$ cat src/rtl/fft32_pkg.sv
// fft32_pkg: shared state encoding and sizing constants for the 32-point FFT control path
package fft32_pkg;
  typedef enum logic [1:0] {IDLE, ISSUE, DRAIN, DONE} state_e;
  localparam int N_POINTS   = 32;
  localparam int ADDR_W     = 5;
  localparam int TW_W       = 4;
  localparam int N_BFLY     = 16;
  localparam int LAST_STAGE = 4;
  localparam int N_STAGES   = 5;
endpackage

$ cat src/rtl/fft32_bfly_addr_gen.sv
// fft32_bfly_addr_gen: maps (stage, butterfly index) to operand addresses and twiddle index
module fft32_bfly_addr_gen
  import fft32_pkg::*;
(
  input  logic [2:0]        stage,
  input  logic [3:0]        j,
  output logic [ADDR_W-1:0] addr_a,
  output logic [ADDR_W-1:0] addr_b,
  output logic [TW_W-1:0]   tw_idx
);
  logic [ADDR_W-1:0] jj;
  logic [ADDR_W-1:0] lo_mask;
  always_comb begin
    jj      = {1'b0, j};
    lo_mask = (ADDR_W'(1) << stage) - ADDR_W'(1);
    addr_a  = ((jj & ~lo_mask) << 1) | (jj & lo_mask);
    addr_b  = addr_a | (ADDR_W'(1) << stage);
    tw_idx  = (j & lo_mask[TW_W-1:0]) << (3'd4 - stage);
  end
endmodule

$ cat src/rtl/fft32_stage_sequencer.sv
// fft32_stage_sequencer: issues 5 stages x 16 butterflies with inter-stage pipeline drain
module fft32_stage_sequencer
  import fft32_pkg::*;
#(
  parameter int unsigned BF_LAT = 4
) (
  input  logic              clk,
  input  logic              clr,
  input  logic              start,
  output logic              busy,
  output logic              done,
  output logic              out_valid,
  input  logic              out_ready,
  output logic [ADDR_W-1:0] addr_a,
  output logic [ADDR_W-1:0] addr_b,
  output logic [TW_W-1:0]   tw_idx,
  output logic [2:0]        stage,
  output logic              rot_clr,
  output logic [2:0]        rot_s
);
  state_e            st_q, st_d;
  logic [2:0]        stage_q, stage_d;
  logic [3:0]        j_q, j_d;
  logic [3:0]        cnt_q, cnt_d;
  logic              busy_q, busy_d;
  logic              done_q, done_d;
  logic              out_valid_q, out_valid_d;
  logic [ADDR_W-1:0] addr_a_q, addr_a_d, addr_b_q, addr_b_d, gen_a, gen_b;
  logic [TW_W-1:0]   tw_idx_q, tw_idx_d, gen_tw;
  logic              rot_clr_q, rot_clr_d;
  logic [2:0]        rot_s_q, rot_s_d;
  fft32_bfly_addr_gen u_gen (
    .stage  (stage_d),
    .j      (j_d),
    .addr_a (gen_a),
    .addr_b (gen_b),
    .tw_idx (gen_tw)
  );
  always_comb begin
    st_d    = st_q;
    stage_d = stage_q;
    j_d     = j_q;
    cnt_d   = cnt_q;
    unique case (st_q)
      IDLE: begin
        if (start) begin
          st_d    = ISSUE;
          stage_d = '0;
          j_d     = '0;
        end
      end
      ISSUE: begin
        if (out_ready) begin
          j_d = j_q + 4'd1;
          if (j_q == 4'(N_BFLY - 1)) begin
            if (BF_LAT == 0 && stage_q != 3'(LAST_STAGE)) begin
              stage_d = stage_q + 3'd1;
            end else begin
              st_d  = DRAIN;
              cnt_d = 4'(BF_LAT);
            end
          end
        end
      end
      DRAIN: begin
        cnt_d = cnt_q - 4'd1;
        if (stage_q == 3'(LAST_STAGE)) begin
          if (cnt_q == 4'd0) begin
            st_d  = DONE;
            cnt_d = '0;
          end
        end else if (cnt_q == 4'd1) begin
          st_d    = ISSUE;
          stage_d = stage_q + 3'd1;
          j_d     = '0;
        end
      end
      DONE: begin
        st_d    = IDLE;
        stage_d = '0;
        j_d     = '0;
      end
      default: st_d = IDLE;
    endcase
    out_valid_d = st_d == ISSUE;
    busy_d      = st_d == ISSUE || st_d == DRAIN;
    done_d      = st_d == DONE;
    addr_a_d    = out_valid_d ? gen_a : '0;
    addr_b_d    = out_valid_d ? gen_b : '0;
    tw_idx_d    = out_valid_d ? gen_tw : '0;
    rot_clr_d   = stage_d == 3'd0;
    rot_s_d     = (stage_d == 3'd0) ? 3'd0 : stage_d - 3'd1;
  end
  always_ff @(posedge clk or negedge clr) begin
    if (!clr) begin
      st_q        <= IDLE;
      stage_q     <= '0;
      j_q         <= '0;
      cnt_q       <= '0;
      busy_q      <= 1'b0;
      done_q      <= 1'b0;
      out_valid_q <= 1'b0;
      addr_a_q    <= '0;
      addr_b_q    <= '0;
      tw_idx_q    <= '0;
      rot_clr_q   <= 1'b1;
      rot_s_q     <= '0;
    end else begin
      st_q        <= st_d;
      stage_q     <= stage_d;
      j_q         <= j_d;
      cnt_q       <= cnt_d;
      busy_q      <= busy_d;
      done_q      <= done_d;
      out_valid_q <= out_valid_d;
      addr_a_q    <= addr_a_d;
      addr_b_q    <= addr_b_d;
      tw_idx_q    <= tw_idx_d;
      rot_clr_q   <= rot_clr_d;
      rot_s_q     <= rot_s_d;
    end
  end
  assign busy      = busy_q;
  assign done      = done_q;
  assign out_valid = out_valid_q;
  assign addr_a    = addr_a_q;
  assign addr_b    = addr_b_q;
  assign tw_idx    = tw_idx_q;
  assign stage     = stage_q;
  assign rot_clr   = rot_clr_q;
  assign rot_s     = rot_s_q;
endmodule

$ cat config.mk
export PLATFORM = sky130hd
export DESIGN_NAME = fft32_stage_sequencer
export DESIGN_NICKNAME = d
export VERILOG_FILES = /design/src/rtl/fft32_pkg.sv /design/src/rtl/fft32_bfly_addr_gen.sv /design/src/rtl/fft32_stage_sequencer.sv
export SDC_FILE = /design/constraint.sdc
export NUM_CORES = 1
export LEC_CHECK = 0
export ABC_AREA = 1
export CORE_ASPECT_RATIO = 0.8
export CORE_MARGIN = 8
export CORE_UTILIZATION = 45
export DETAILED_ROUTE_END_ITERATION = 10
export HOLD_SLACK_MARGIN = 0.1
export PLACE_DENSITY_LB_ADDON = 0.15
export SYNTH_ARGS = -nofsm -noshare
export SYNTH_HDL_FRONTEND = slang
export SYNTH_SLANG_ARGS = --single-unit
$ cat constraint.sdc
create_clock -name clk -period 2.3 [get_ports clk]
set_clock_uncertainty 0.1 [all_clocks]
set_input_delay 0.69 -clock clk [delete_from_list [all_inputs] [get_ports clk]]
set_output_delay 0.69 -clock clk [all_outputs]
set_load 0.02 [all_outputs]
Word level (Yosys, flattened, before mapping) --
Index checks and enable logic that the tools add are counted.
Storage, ports and cells: register bits after elaboration 34, output and inout bits 24, word-level logic and storage cells 68
Cells by class: add/subtract/negate cells 6, equality and inequality tests 11, shift operators 2, mux-type cells 25, bitwise operators 6, reduce and logical (&&, ||, !) cells 6
Operators with widths (count):
- $mux 4 | 9
- $pmux 4 s4 | 1
- $mux 2 | 6
- $mux 3 | 4
- $mux 5 | 2
- $or 5x5->5 | 2
- $pmux 3 s3 | 1
- $and 4x4->4 | 2
- $eq 2x2->1 const B | 4
- $pmux 2 s4 | 1
- $pmux 4 s2 | 1
- $and 4x5->5 | 1
- $shl 1x3->5 const A | 1
- $sub 5x2->5 const B | 1
- $add 4x1->4 const B | 1
- $eq 2x1->1 const B | 2
- $eq 4x1->1 const B | 1
- $eq 4x4->1 const B | 1
- $logic_not 4->1 | 1
- $ne 2x2->1 const B | 2
- $not 4->4 | 1
- $shl 4x3->4 | 1
- $sub 4x1->4 const B | 1
- $add 3x1->3 const B | 1
- 8 further kinds | 8

Depth between registers and ports, before layout --
depth in word-level cells 11, mapped depth 22, gate-level depth less buffers 22

By module --
From an unflattened synthesis, not the netlist that was laid out.
Second synthesis, totals: cells, all modules 237, area, all modules 1995.7 sq um
By module, submodules not included:
- fft32_stage_sequencer | times used 1, cells each 175, area each 1624.1 sq um
- fft32_bfly_addr_gen | times used 1, cells each 62, area each 371.6 sq um

Worst setup path before layout --
OpenSTA, ideal clock, no wires.
kind reg2reg, from register stage_q[0], in the netlist stage[0], to register tw_idx_q[3], in the netlist tw_idx[3], library setup time 73 ps, arrival time 2456 ps, setup slack -329 ps, stages on the path, launching flop included 16, path buffers 0, period minus slack after synthesis 2629 ps, cells stage by stage dfrtp_1 inv_1 ha_1 nand2_1 nand4_1 nand3_2 nand2_4 nor2_1 ha_1 inv_1 ha_1 nor2_1 nand2_1 nand3_1 nand2_1 a21oi_2
Between the ends: longest elaborated chain between the ends 9
Ends and longest elaborated chain:
- start: declaration | line fft32_stage_sequencer.sv:22 | logic [2:0] stage_q, stage_d;
- start signal: assignment | line fft32_stage_sequencer.sv:110 | stage_q <= stage_d;
- $add 3x1->3 | line fft32_stage_sequencer.sv:74 | stage_d = stage_q + 3'd1;
- $mux 3 | line fft32_stage_sequencer.sv:72 | end else if (cnt_q == 4'd1) begin
- $mux 3 | line fft32_stage_sequencer.sv:67 | if (stage_q == 3'(LAST_STAGE)) begin
- $pmux 3 s3 (*) | line fft32_stage_sequencer.sv:44 | unique case (st_q)
- net stage_d[0] | line fft32_stage_sequencer.sv:22
- $shl 1x3->5 | line fft32_bfly_addr_gen.sv:15 | lo_mask = (ADDR_W'(1) << stage) - ADDR_W'(1);
- $sub 5x2->5 | line fft32_bfly_addr_gen.sv:15
- $and 4x4->4 | line fft32_bfly_addr_gen.sv:18 | tw_idx = (j & lo_mask[TW_W-1:0]) << (3'd4 - stage);
- $shl 4x3->4 (*) | line fft32_bfly_addr_gen.sv:18
- $mux 4 (*) | line fft32_stage_sequencer.sv:90 | tw_idx_d = out_valid_d ? gen_tw : '0;
- net tw_idx_d[3] | line fft32_stage_sequencer.sv:29 | logic [TW_W-1:0] tw_idx_q, tw_idx_d, gen_tw;
- end signal: assignment | line fft32_stage_sequencer.sv:118 | tw_idx_q <= tw_idx_d;
- end: declaration | line fft32_stage_sequencer.sv:29
Mark *: on every way through the listed nets, which the timed path passes. The rest lies on a longest branch. A chain may end at the register's enable or synchronous reset.

Worst setup path in the final report --
from register stage_q[0], in the netlist stage[0], to register tw_idx_q[2], in the netlist tw_idx[2]
Between the ends: longest elaborated chain between the ends 9
Ends and longest elaborated chain (line):
- $add 3x1->3 | fft32_stage_sequencer.sv:74
- $mux 3 | fft32_stage_sequencer.sv:72
- $mux 3 (*) | fft32_stage_sequencer.sv:67
- $pmux 3 s3 (*) | fft32_stage_sequencer.sv:44
- net stage_d[1] | fft32_stage_sequencer.sv:22
- $shl 1x3->5 | fft32_bfly_addr_gen.sv:15
- $sub 5x2->5 | fft32_bfly_addr_gen.sv:15
- $and 4x4->4 | fft32_bfly_addr_gen.sv:18
- $shl 4x3->4 (*) | fft32_bfly_addr_gen.sv:18
- $mux 4 (*) | fft32_stage_sequencer.sv:90
- net tw_idx_d[2] | fft32_stage_sequencer.sv:29
Marked as above.

==> metrics <==
status=finished with violations; violated checks=negative setup slack; DIE HEIGHT=73.1 um; crit start category=register; post-route setup TNS=-0.0610 ns; leakage power=about 1.3 nW; Max Fclk=426 MHz; row cnt=20; crit-path cells=inv_2 > ha_4 > inv_2 > nand4_1 > nand3_2 > nand2_4 > inv_4 > ha_4 > inv_2 > nor2_4 > inv_2 > ha_4 > inv_2 > nand4_1 > nand2_2 > nand2_2 > nand2_1 > o21ai_1 > a21oi_1; hold buffers post-CTS=0; drt drc=0; Mapped Area=between 1500 and 2000 um2; Via density=about 4.8; DRT Wirelength=4.74 mm; CP delay by family, top=simple AND/OR/NAND/NOR gates; Clock Sinks=34; Core Region=3850 um2; #FFs+latches synth=34; Total Routing Usage GR=15.7%; Fin. Hold Viols=0; number of CTS-inserted buffers=5; Slew headroom=around 72%; Hold Path Class=reg2reg; area added between synthesis and finish=55.5%; initial antenna violation count=0; CP max stage delay=0.41 ns; Detail Route Antenna Nets=0; Root Buffer=clkbuf_8; most frequent CP cell=inv_2; sequential share of the synthesized area=between 40% and 50%; Critical Path AT=~2.5 ns; DP Wirelength=between 3 and 4 mm; Port Buffer Count=27; drt pass-1 iters=4; vias in the first global route=approximately 1600; CTS clk-pin slew, worst paths=approximately 0.07 ns; P per Cell Area=964 nW/um2; Total Power=about 2.7 mW; PnR worst setup slack=-0.0500 ns; # fillers=approximately 280; die width=87.3 um; first-pass GRT wire length=about 8 mm; Syn Area/Cell=just under 9 um2; Buf/Inv on CP=6; design area=~2800 um2; diode count=0; endpoint class of the critical path=register; Worst Tran Pin Value=around 0.43 ns; final net count=slightly above 300; most common cell after layout, fill and taps aside=buf_4; Synth cell types=31; placed instance area=2530 um2; largest cells by area after synthesis=dfrtp_1, ha_1, nand2_1; Worst EP required=between 2 and 2.5 ns; synth warn=0; Crit-path slowest cell=dfrtp_2; max-slew violations=0; maxcap violations=0; hold slack=between 0.5 and 0.6 ns; RSZ-0062 raised after global routing=yes; fraction of layout cells with a size suffix above 1=between 40% and 50%; 1st-iter DRT viols=between 80 and 90; global route overflow=0; Routed WL per cell=~14 um; Routability Congestion=between 0.8 and 0.9; CP Max Fanout=4; maximum vdd ir drop=550 uV; initial core utilization=around 48%; area leader, netlist=dfrtp_1; Worst-Skew Late Latency=around 0.30 ns; final worst path period share=102%; H-tree depth=2; Final Setup Violations=2; Mapped Cells=approximately 210; die area=approximately 6400 um2; minimum clock period=roughly 2.3 ns; IO Pins=28; largest net degree at the start of global routing=35; DR vias=~1700; clk buf depth=2; share of the synthesized area in the top cell type=between 40% and 50%; TritonCTS clock tree=yes; crit path kind=reg2reg; Syn Nets=approximately 220; most frequent cells in the layout=buf_4, nand2_1, dfrtp_1
metal layers:
| layer | wire length (um) | track usage (%) |
|---|---|---|
| met1 | 2180 | 20.3 |
| met2 | 2180 | 24.6 |
| met3 | 301 | 4.39 |
| met4 | 77 | 4.94 |
| met5 | 0 | 0 |
report_power, final:
group	leakage (nW)	internal [mW]	switching [mW]
Combinational	0.861	0.545	0.654
Clock	0.0683	0.434	0.236
Sequential	0.414	0.771	0.106
synth_stat cells:
library cell	count
o21ai_1	2
o31ai_2	2
nand2_4	3
o22ai_1	1
o221ai_1	1
nand3_1	15
dfrtp_1	33
a21oi_1	6
nand2_1	40
o21ai_2	1
xnor2_1	1
a21oi_2	2
a211oi_2	1
inv_1	35
dfstp_2	1
nand2b_1	1
xor2_1	2
and3_1	1
nand2_2	6
a31oi_1	1
nor3_1	1
nor2_4	2
nor2_1	12
nand4_1	5
o21ai_0	5
nand3_2	5
inv_2	3
o211ai_1	2
o21bai_1	1
ha_1	13
nor2_2	2
metrics by stage:
step	setup WS, ns	utilization [%]	cells
4_1_cts	-0.0519	72.4	345
3_5_place_dp	-0.533	65.7	327
3_3_place_gp	-0.513	65.7	327
2_1_floorplan	-0.000640	-	206
6_report	-0.0500	73.9	344
5_1_grt	-0.197	73.9	344
kinds of logic after synthesis:
family	count (synthesis)	share of synthesized area (%)
simple gates	93	26.0
buf+inv	38	7.79
flops	34	46.5
compound gates	25	9.43
fa+ha+maj	13	8.88
xor+xnor	3	1.43
registers in the layout, summed over array words and instances, names as in the netlist, 2 cells and up:
register	cells
st_q	2
tw_idx	4
addr_b	5
rot_s	3
stage	3
j_q	4
addr_a	5
cnt_q	4
what timing repair did:
| action | CTS | global route |
|---|---|---|
| pin swaps | 12 | 18 |
| buffers inserted | 10 | 0 |
| gates resized for setup | 13 | 16 |
| setup endpoints to repair | 11 | 11 |
cell type report:
class / instances / area, um2 / share of cell area [%]
flip-flops and latches: 34 / 855 / 30.0
multi-input cells: 134 / 1010 / 35.5
clock buffers: 5 / 68.8 / 2.42
well taps: 55 / 68.8 / 2.42
clock inverters: 3 / 68.8 / 2.42
inverters: 38 / 148 / 5.18
repair buffers: 75 / 629 / 22.1
path summary, 6_finish.rpt:
kind                        endpoint     start  slack [ns]  depth (start not counted)
setup reg to reg           tw_idx[2]  stage[0]       -0.05                         19
hold / removal              cnt_q[0]  cnt_q[0]        0.60                          2
hold reg to reg             cnt_q[0]  cnt_q[0]        0.60                          2
max in group asynchronous    rot_clr       clr        1.06                          2
min in group asynchronous       busy       clr        0.70                          2
setup / recovery           tw_idx[2]  stage[0]       -0.05                         19
worst reg2reg max path, cell delays in order (launching register included):
cell     delay [ns]
dfrtp_2        0.41
inv_2          0.08
ha_4           0.20
inv_2          0.04
nand4_1        0.10
nand3_2        0.12
nand2_4        0.09
inv_4          0.07
ha_4           0.13
inv_2          0.04
nor2_4         0.08
inv_2          0.06
ha_4           0.15
inv_2          0.03
nand4_1        0.11
nand2_2        0.11
nand2_2        0.06
nand2_1        0.06
o21ai_1        0.07
a21oi_1        0.14
Note: power is estimated with default switching activity, not from simulation.
